$ cat src/rtl/regfile_onehot_wr_if.sv
// Register file access bundle: one-hot write select/data, two read ports, diagnostics.
// Latency: reads are combinational; writes commit on the rising clock edge.
// Backpressure: none; every write select is consumed on the edge it is presented.
// Ports: wsel/wdata (write), raddr1/raddr2 -> rdata1/rdata2 (read), wsel_err/wr_count (status).
interface regfile_onehot_wr_if #(
    parameter int WIDTH = 64
);
    logic [31:0]      wsel;
    logic [WIDTH-1:0] wdata;
    logic [4:0]       raddr1;
    logic [4:0]       raddr2;
    logic [WIDTH-1:0] rdata1;
    logic [WIDTH-1:0] rdata2;
    logic             wsel_err;
    logic [7:0]       wr_count;

    modport master (
        output wsel, wdata, raddr1, raddr2,
        input  rdata1, rdata2, wsel_err, wr_count
    );

    modport slave (
        input  wsel, wdata, raddr1, raddr2,
        output rdata1, rdata2, wsel_err, wr_count
    );
endinterface

$ cat src/rtl/regfile_onehot_wr.sv
// 32-entry register file, 2 combinational read ports, 1 write port driven by a one-hot decoder bus.
// Latency: reads 0 cycles (optional write-through bypass); writes visible after the rising edge.
// Backpressure: none; multi-hot write selects are dropped and latched into a sticky error flag.
// Ports: clk, reset_n (async active-low), bus (slave modport: wsel, wdata, raddr1/2, rdata1/2, wsel_err, wr_count).
module regfile_onehot_wr #(
    parameter int WIDTH    = 64,
    parameter int ZERO_REG = 1,
    parameter int BYPASS   = 0
) (
    input  logic                clk,
    input  logic                reset_n,
    regfile_onehot_wr_if.slave  bus
);

    logic [WIDTH-1:0] mem [32];
    logic             err_q;
    logic [7:0]       count_q;

    // wsel & (wsel - 1) clears the lowest set bit; anything left means two or more bits were set.
    logic wsel_any;
    logic wsel_multi;
    logic wsel_onehot;
    logic zero_hit;
    logic commit;

    assign wsel_any    = |bus.wsel;
    assign wsel_multi  = |(bus.wsel & (bus.wsel - 32'd1));
    assign wsel_onehot = wsel_any && !wsel_multi;
    // A write aimed at the hardwired zero register is discarded and does not count.
    assign zero_hit    = (ZERO_REG != 0) && bus.wsel[31];
    assign commit      = wsel_onehot && !zero_hit;

    always_ff @(posedge clk or negedge reset_n) begin
        if (!reset_n) begin
            for (int i = 0; i < 32; i++) begin
                mem[i] <= '0;
            end
        end else if (commit) begin
            for (int i = 0; i < 32; i++) begin
                if (bus.wsel[i]) begin
                    mem[i] <= bus.wdata;
                end
            end
        end
    end

    always_ff @(posedge clk or negedge reset_n) begin
        if (!reset_n) begin
            err_q <= 1'b0;
        end else if (wsel_multi) begin
            err_q <= 1'b1;
        end
    end

    always_ff @(posedge clk or negedge reset_n) begin
        if (!reset_n) begin
            count_q <= 8'd0;
        end else if (commit && (count_q != 8'hFF)) begin
            count_q <= count_q + 8'd1;
        end
    end

    assign bus.wsel_err = err_q;
    assign bus.wr_count = count_q;

    // Read path: zero register overrides everything, then the optional write-through,
    // which only applies to a legal one-hot select.
    logic [WIDTH-1:0] stored1;
    logic [WIDTH-1:0] stored2;
    logic             byp1;
    logic             byp2;
    logic             zero1;
    logic             zero2;

    assign stored1 = mem[bus.raddr1];
    assign stored2 = mem[bus.raddr2];
    assign byp1    = (BYPASS != 0) && wsel_onehot && bus.wsel[bus.raddr1];
    assign byp2    = (BYPASS != 0) && wsel_onehot && bus.wsel[bus.raddr2];
    assign zero1   = (ZERO_REG != 0) && (bus.raddr1 == 5'd31);
    assign zero2   = (ZERO_REG != 0) && (bus.raddr2 == 5'd31);

    assign bus.rdata1 = zero1 ? '0 : (byp1 ? bus.wdata : stored1);
    assign bus.rdata2 = zero2 ? '0 : (byp2 ? bus.wdata : stored2);

endmodule
$ cat src/flat_wrapper.sv
// flat-port wrapper written by rule: the top's interface ports become plain ports
module regfile_onehot_wr_flat 
#(
    parameter int WIDTH    = 64,
    parameter int ZERO_REG = 1,
    parameter int BYPASS   = 0
)
  (clk, reset_n, bus_wsel, bus_wdata, bus_raddr1, bus_raddr2, bus_rdata1, bus_rdata2, bus_wsel_err, bus_wr_count);
  regfile_onehot_wr_if #(.WIDTH(WIDTH)) bus_i ();
  input  logic clk;
  input  logic reset_n;
  input wire logic [$bits(bus_i.wsel)-1:0] bus_wsel;
  input wire logic [$bits(bus_i.wdata)-1:0] bus_wdata;
  input wire logic [$bits(bus_i.raddr1)-1:0] bus_raddr1;
  input wire logic [$bits(bus_i.raddr2)-1:0] bus_raddr2;
  output wire logic [$bits(bus_i.rdata1)-1:0] bus_rdata1;
  output wire logic [$bits(bus_i.rdata2)-1:0] bus_rdata2;
  output wire logic [$bits(bus_i.wsel_err)-1:0] bus_wsel_err;
  output wire logic [$bits(bus_i.wr_count)-1:0] bus_wr_count;
  assign bus_i.wsel = bus_wsel;
  assign bus_i.wdata = bus_wdata;
  assign bus_i.raddr1 = bus_raddr1;
  assign bus_i.raddr2 = bus_raddr2;
  assign bus_rdata1 = bus_i.rdata1;
  assign bus_rdata2 = bus_i.rdata2;
  assign bus_wsel_err = bus_i.wsel_err;
  assign bus_wr_count = bus_i.wr_count;
  regfile_onehot_wr #(.WIDTH(WIDTH), .ZERO_REG(ZERO_REG), .BYPASS(BYPASS)) u_core (.clk(clk), .reset_n(reset_n), .bus(bus_i));
endmodule
$ cat config.mk
export PLATFORM = sky130hd
export DESIGN_NAME = regfile_onehot_wr_flat
export DESIGN_NICKNAME = d
export VERILOG_FILES = /design/src/rtl/regfile_onehot_wr_if.sv /design/src/rtl/regfile_onehot_wr.sv /design/src/flat_wrapper.sv
export SDC_FILE = /design/constraint.sdc
export NUM_CORES = 2
export LEC_CHECK = 0
export BUFFER_PORTS_ARGS = -buffer_cell sky130_fd_sc_hd__buf_2
export CORE_UTILIZATION = 50
export DETAILED_ROUTE_END_ITERATION = 8
export PLACE_DENSITY = 0.66
export RECOVER_POWER = 100
export SLEW_MARGIN = 20
export SYNTH_ARGS = -nofsm -noshare
export SYNTH_HDL_FRONTEND = slang
export SYNTH_SLANG_ARGS = --single-unit
$ cat constraint.sdc
create_clock -name clk -period 10.6 [get_ports clk]
set_input_delay 1.59 -clock clk [delete_from_list [all_inputs] [get_ports clk]]
set_output_delay 1.59 -clock clk [all_outputs]
set_load 0.01 [all_outputs]
==> metrics.md <==
| Metric | Value |
|---|---|
| Status | `finished, violations left` |
| Failing checks | `max-capacitance violations, max-slew violations` |
| CP required | `11.34 ns` |
| Vias in the first global route | `72800` |
| Vias per cell | `6.79` |
| Max-cap violations | `47` |
| R2r worst-path depth | `7` |
| Core box area | `217000 um2` |
| CTS tree | `yes` |
| Post-synth top area share | `47.1%` |
| CP dominant cell by count | `clkbuf_1` |
| CP max FO | `38` |
| CTS H-tree lvls | `4` |
| Clk buf depth | `3` |
| Height of the die | `470 um` |
| Initial antenna violation count | `30` |
| Final setup fails | `0` |
| Area contributors post-synth | `dfrtp_1, mux2_2, mux4_2, mux2i_1, clkbuf_1` |
| Place WS | `3.62 ns` |
| Cell leakage power | `0.0568 uW` |
| Final min period | `8.88 ns` |
| First-pass GRT wire length | `498000 um` |
| Non-Filler Instances | `10300` |
| Overall Global Routing Usage | `30.5%` |
| Post-Syn Area | `109000 um2` |
| Hold Buf Count CTS | `0` |
| Arr. time, crit path | `9.62 ns` |
| Avg WL per Cell | `32.8 um` |
| Maximum VDD drop | `0.140 mV` |
| Fmax | `113 MHz` |
| Final period utilization | `83.8%` |
| RSZ-0062 raised after global routing | `false` |
| Pwr dens | `142 nW/um2` |
| Postcts setup bufs | `0` |
| GPL Wtd Cong | `0.812` |
| Post-synthesis area per instance | `14.7 um2` |
| Hold path cells | `0` |
| Most numerous cell in the Yosys netlist | `dfrtp_1` |
| Post-Syn Nets | `7561` |
| Critical path's top delay family | `buffers and inverters` |
| Post-CTS Resized | `0` |
| DP HPWL | `182000 um` |
| Starting Density | `50.3%` |
| CP Depth | `11` |
| #FFs+latches synth | `2057` |
| Final net count | `7315` |
| Startpoint types | `input port` |
| Total number of vias | `69600` |
| DP Cell Count | `9835` |
| Largest net degree at the start of global routing | `175` |
| Slowest stage delay, CP | `3.54 ns` |
| PnR worst setup slack | `1.72 ns` |
| Pins Over Slew Limit | `2191` |
| Clk sinks | `2057` |
| Fraction of layout cells with a size suffix above 1 | `43.9%` |
| Final hold violations | `0` |
| Clk_lat worst skew | `0.88 ns` |
| Root buffer cell | `clkbuf_16` |
| Critical path buffer and inverter count | `4` |
| HP Class | `reg2reg` |
| Drc violations | `0` |
| Synth async-reset ratio | `100%` |
| Final antenna-violating net count | `0` |
| Cells after synthesis | `7452` |
| Unique masters post-synth | `55` |
| EDFF count, synth | `0` |
| Die area | `221000 um2` |
| Worst Clk Skew | `0.0100 ns` |
| Sum Neg Setup Slack | `0 ns` |
| Layout fillers | `17500` |
| Commonest cells in the synthesized netlist | `dfrtp_1, mux2_2, mux4_2` |
| Die Wd | `470 um` |
| Drt pass-1 iters | `5` |
| CTS clk-pin slew, worst paths | `0.06 ns` |
| Area of the multi-input gates | `54400 um2` |
| DR iter-0 viols | `6861` |
| Top FF cell, synth | `dfrtp_1` |
| Area grow syn2layout | `9.29%` |
| Total CTS buffers | `222` |
| Register area share after synthesis | `47.1%` |
| Reg area | `51500 um2` |
| I/O Buffers | `244` |
| Slew headroom | `-236%` |
| CP cell instances | `clkbuf_1, nor4_1, nand4_1, nor3_1, a22o_1, and3_1, clkbuf_1, nand4_4, clkbuf_1, buf_4, mux2_2` |
| Worst setup EP type | `flip-flop` |
| Critical path class | `in2reg` |
| Slowest cell on crit path | `clkbuf_1` |
| Syn. warnings | `0` |
| Worst slew pin tran | `5.04 ns` |
| Global route total overflow | `0` |
| Total wire length | `336000 um` |
| Row cnt | `171` |
| Ports | `245` |
| Largest area contributor in the netlist | `dfrtp_1` |
per-layer routing:
layer  vias to the layer above  share of wire [%]  track usage, %
li1                      28400                  -               -
met1                     37600                 40            40.6
met2                      2759                 48            49.5
met3                       813                6.8            5.46
met4                        32                4.4            12.8
met5                         -              0.053               0
power by group:
group / total [uW] / switching, uW / leakage (uW) / internal [uW]
registers: 7860 / 0.601 / 0.0287 / 7860
logic: 1060 / 781 / 0.0243 / 279
clock network: 8010 / 3300 / 0.00372 / 4710
total: 16900 / 4080 / 0.0568 / 12800
metrics by stage:
| stage | instance area, um2 | total power, uW | util (%) | hold WS, ns |
|---|---|---|---|---|
| after floorplan | 109000 | 8570 | - | 0.445 |
| after global placement | 112000 | 9060 | 51.7 | 0.380 |
| after detailed placement | 112000 | 9070 | 51.7 | 0.386 |
| after CTS | 120000 | 17100 | 55.2 | 0.399 |
| after global routing | 119000 | 17400 | 55.0 | 0.409 |
| final | 119000 | 16900 | 55.0 | 0.400 |
cell usage in the layout, fill, tap and decap left out, types with 12 or more instances in the layout:
cell,Yosys,final
dfrtp_1,2057,2057
mux2_2,1819,1819
mux4_2,794,794
mux2i_1,730,730
clkbuf_16,0,226
clkbuf_1,532,211
nor2_1,210,210
mux2_1,167,167
o22ai_1,129,129
a211oi_1,122,122
o221ai_1,122,122
buf_2,150,114
nor3_1,102,102
a2111oi_0,90,88
buf_4,6,70
o21ai_0,65,65
clkbuf_8,0,52
clkinv_2,0,44
a21oi_1,35,35
and3_1,36,34
nand4_4,26,29
buf_12,0,29
bufinv_16,0,19
nand2_1,15,15
diode_2,0,13
nand4_1,11,12
registers in the layout (all words and copies together) (netlist names):
| register | flops |
|---|---|
| u_core.mem | 2048 |
| u_core.bus.wr_count | 8 |
| u_core.bus.wsel_err | 1 |
kinds of logic after synthesis:
logic type | count (synthesis) | share of synthesized area (%)
flip-flops | 2057 | 47.1
AO/OA/AOI/OAI | 576 | 3.85
buffers and inverters | 864 | 3.23
XOR/XNOR | 6 | 0.0481
AND/OR/NAND/NOR | 436 | 2.28
adder cells (fa/ha/maj) | 3 | 0.0298
multiplexers | 3510 | 43.5
final timing paths:
| kind | endpoint | slack [ns] | from |
|---|---|---|---|
| max | u_core.mem[1455]$_DFFE_PN0P_ | 1.72 | bus_wsel[15] |
| min | u_core.mem[7]$_DFFE_PN0P_ | 0.40 | u_core.mem[7]$_DFFE_PN0P_ |
| max reg2reg | u_core.bus.wr_count[3]$_DFFE_PN0P_ | 8.92 | u_core.bus.wr_count[0]$_DFFE_PN0P_ |
| min reg2reg | u_core.mem[7]$_DFFE_PN0P_ | 0.40 | u_core.mem[7]$_DFFE_PN0P_ |
| max in group asynchronous | u_core.mem[1323]$_DFFE_PN0P_ | 3.65 | reset_n |
| min in group asynchronous | u_core.mem[631]$_DFFE_PN0P_ | 0.70 | reset_n |
final cells by class:
cell class,count,area share [%]
sequential,2057,43.1
timing repair buffer,391,2.07
clock inverter,79,0.841
inverter,3,0.00942
tap,2854,2.99
antenna,13,0.0272
clock buffer,328,5.46
multi-input combinational,4531,45.5
worst reg2reg max path, cell delays in order, from the launching register on:
cell and delay, ns:
dfrtp_1 0.41, ha_1 0.24, nand3_1 0.10, nor2_1 0.08, nor3_1 0.12, and4b_1 0.25, nand4_1 0.13, xnor2_1 0.23
Note: power is estimated with default switching activity, not from simulation.
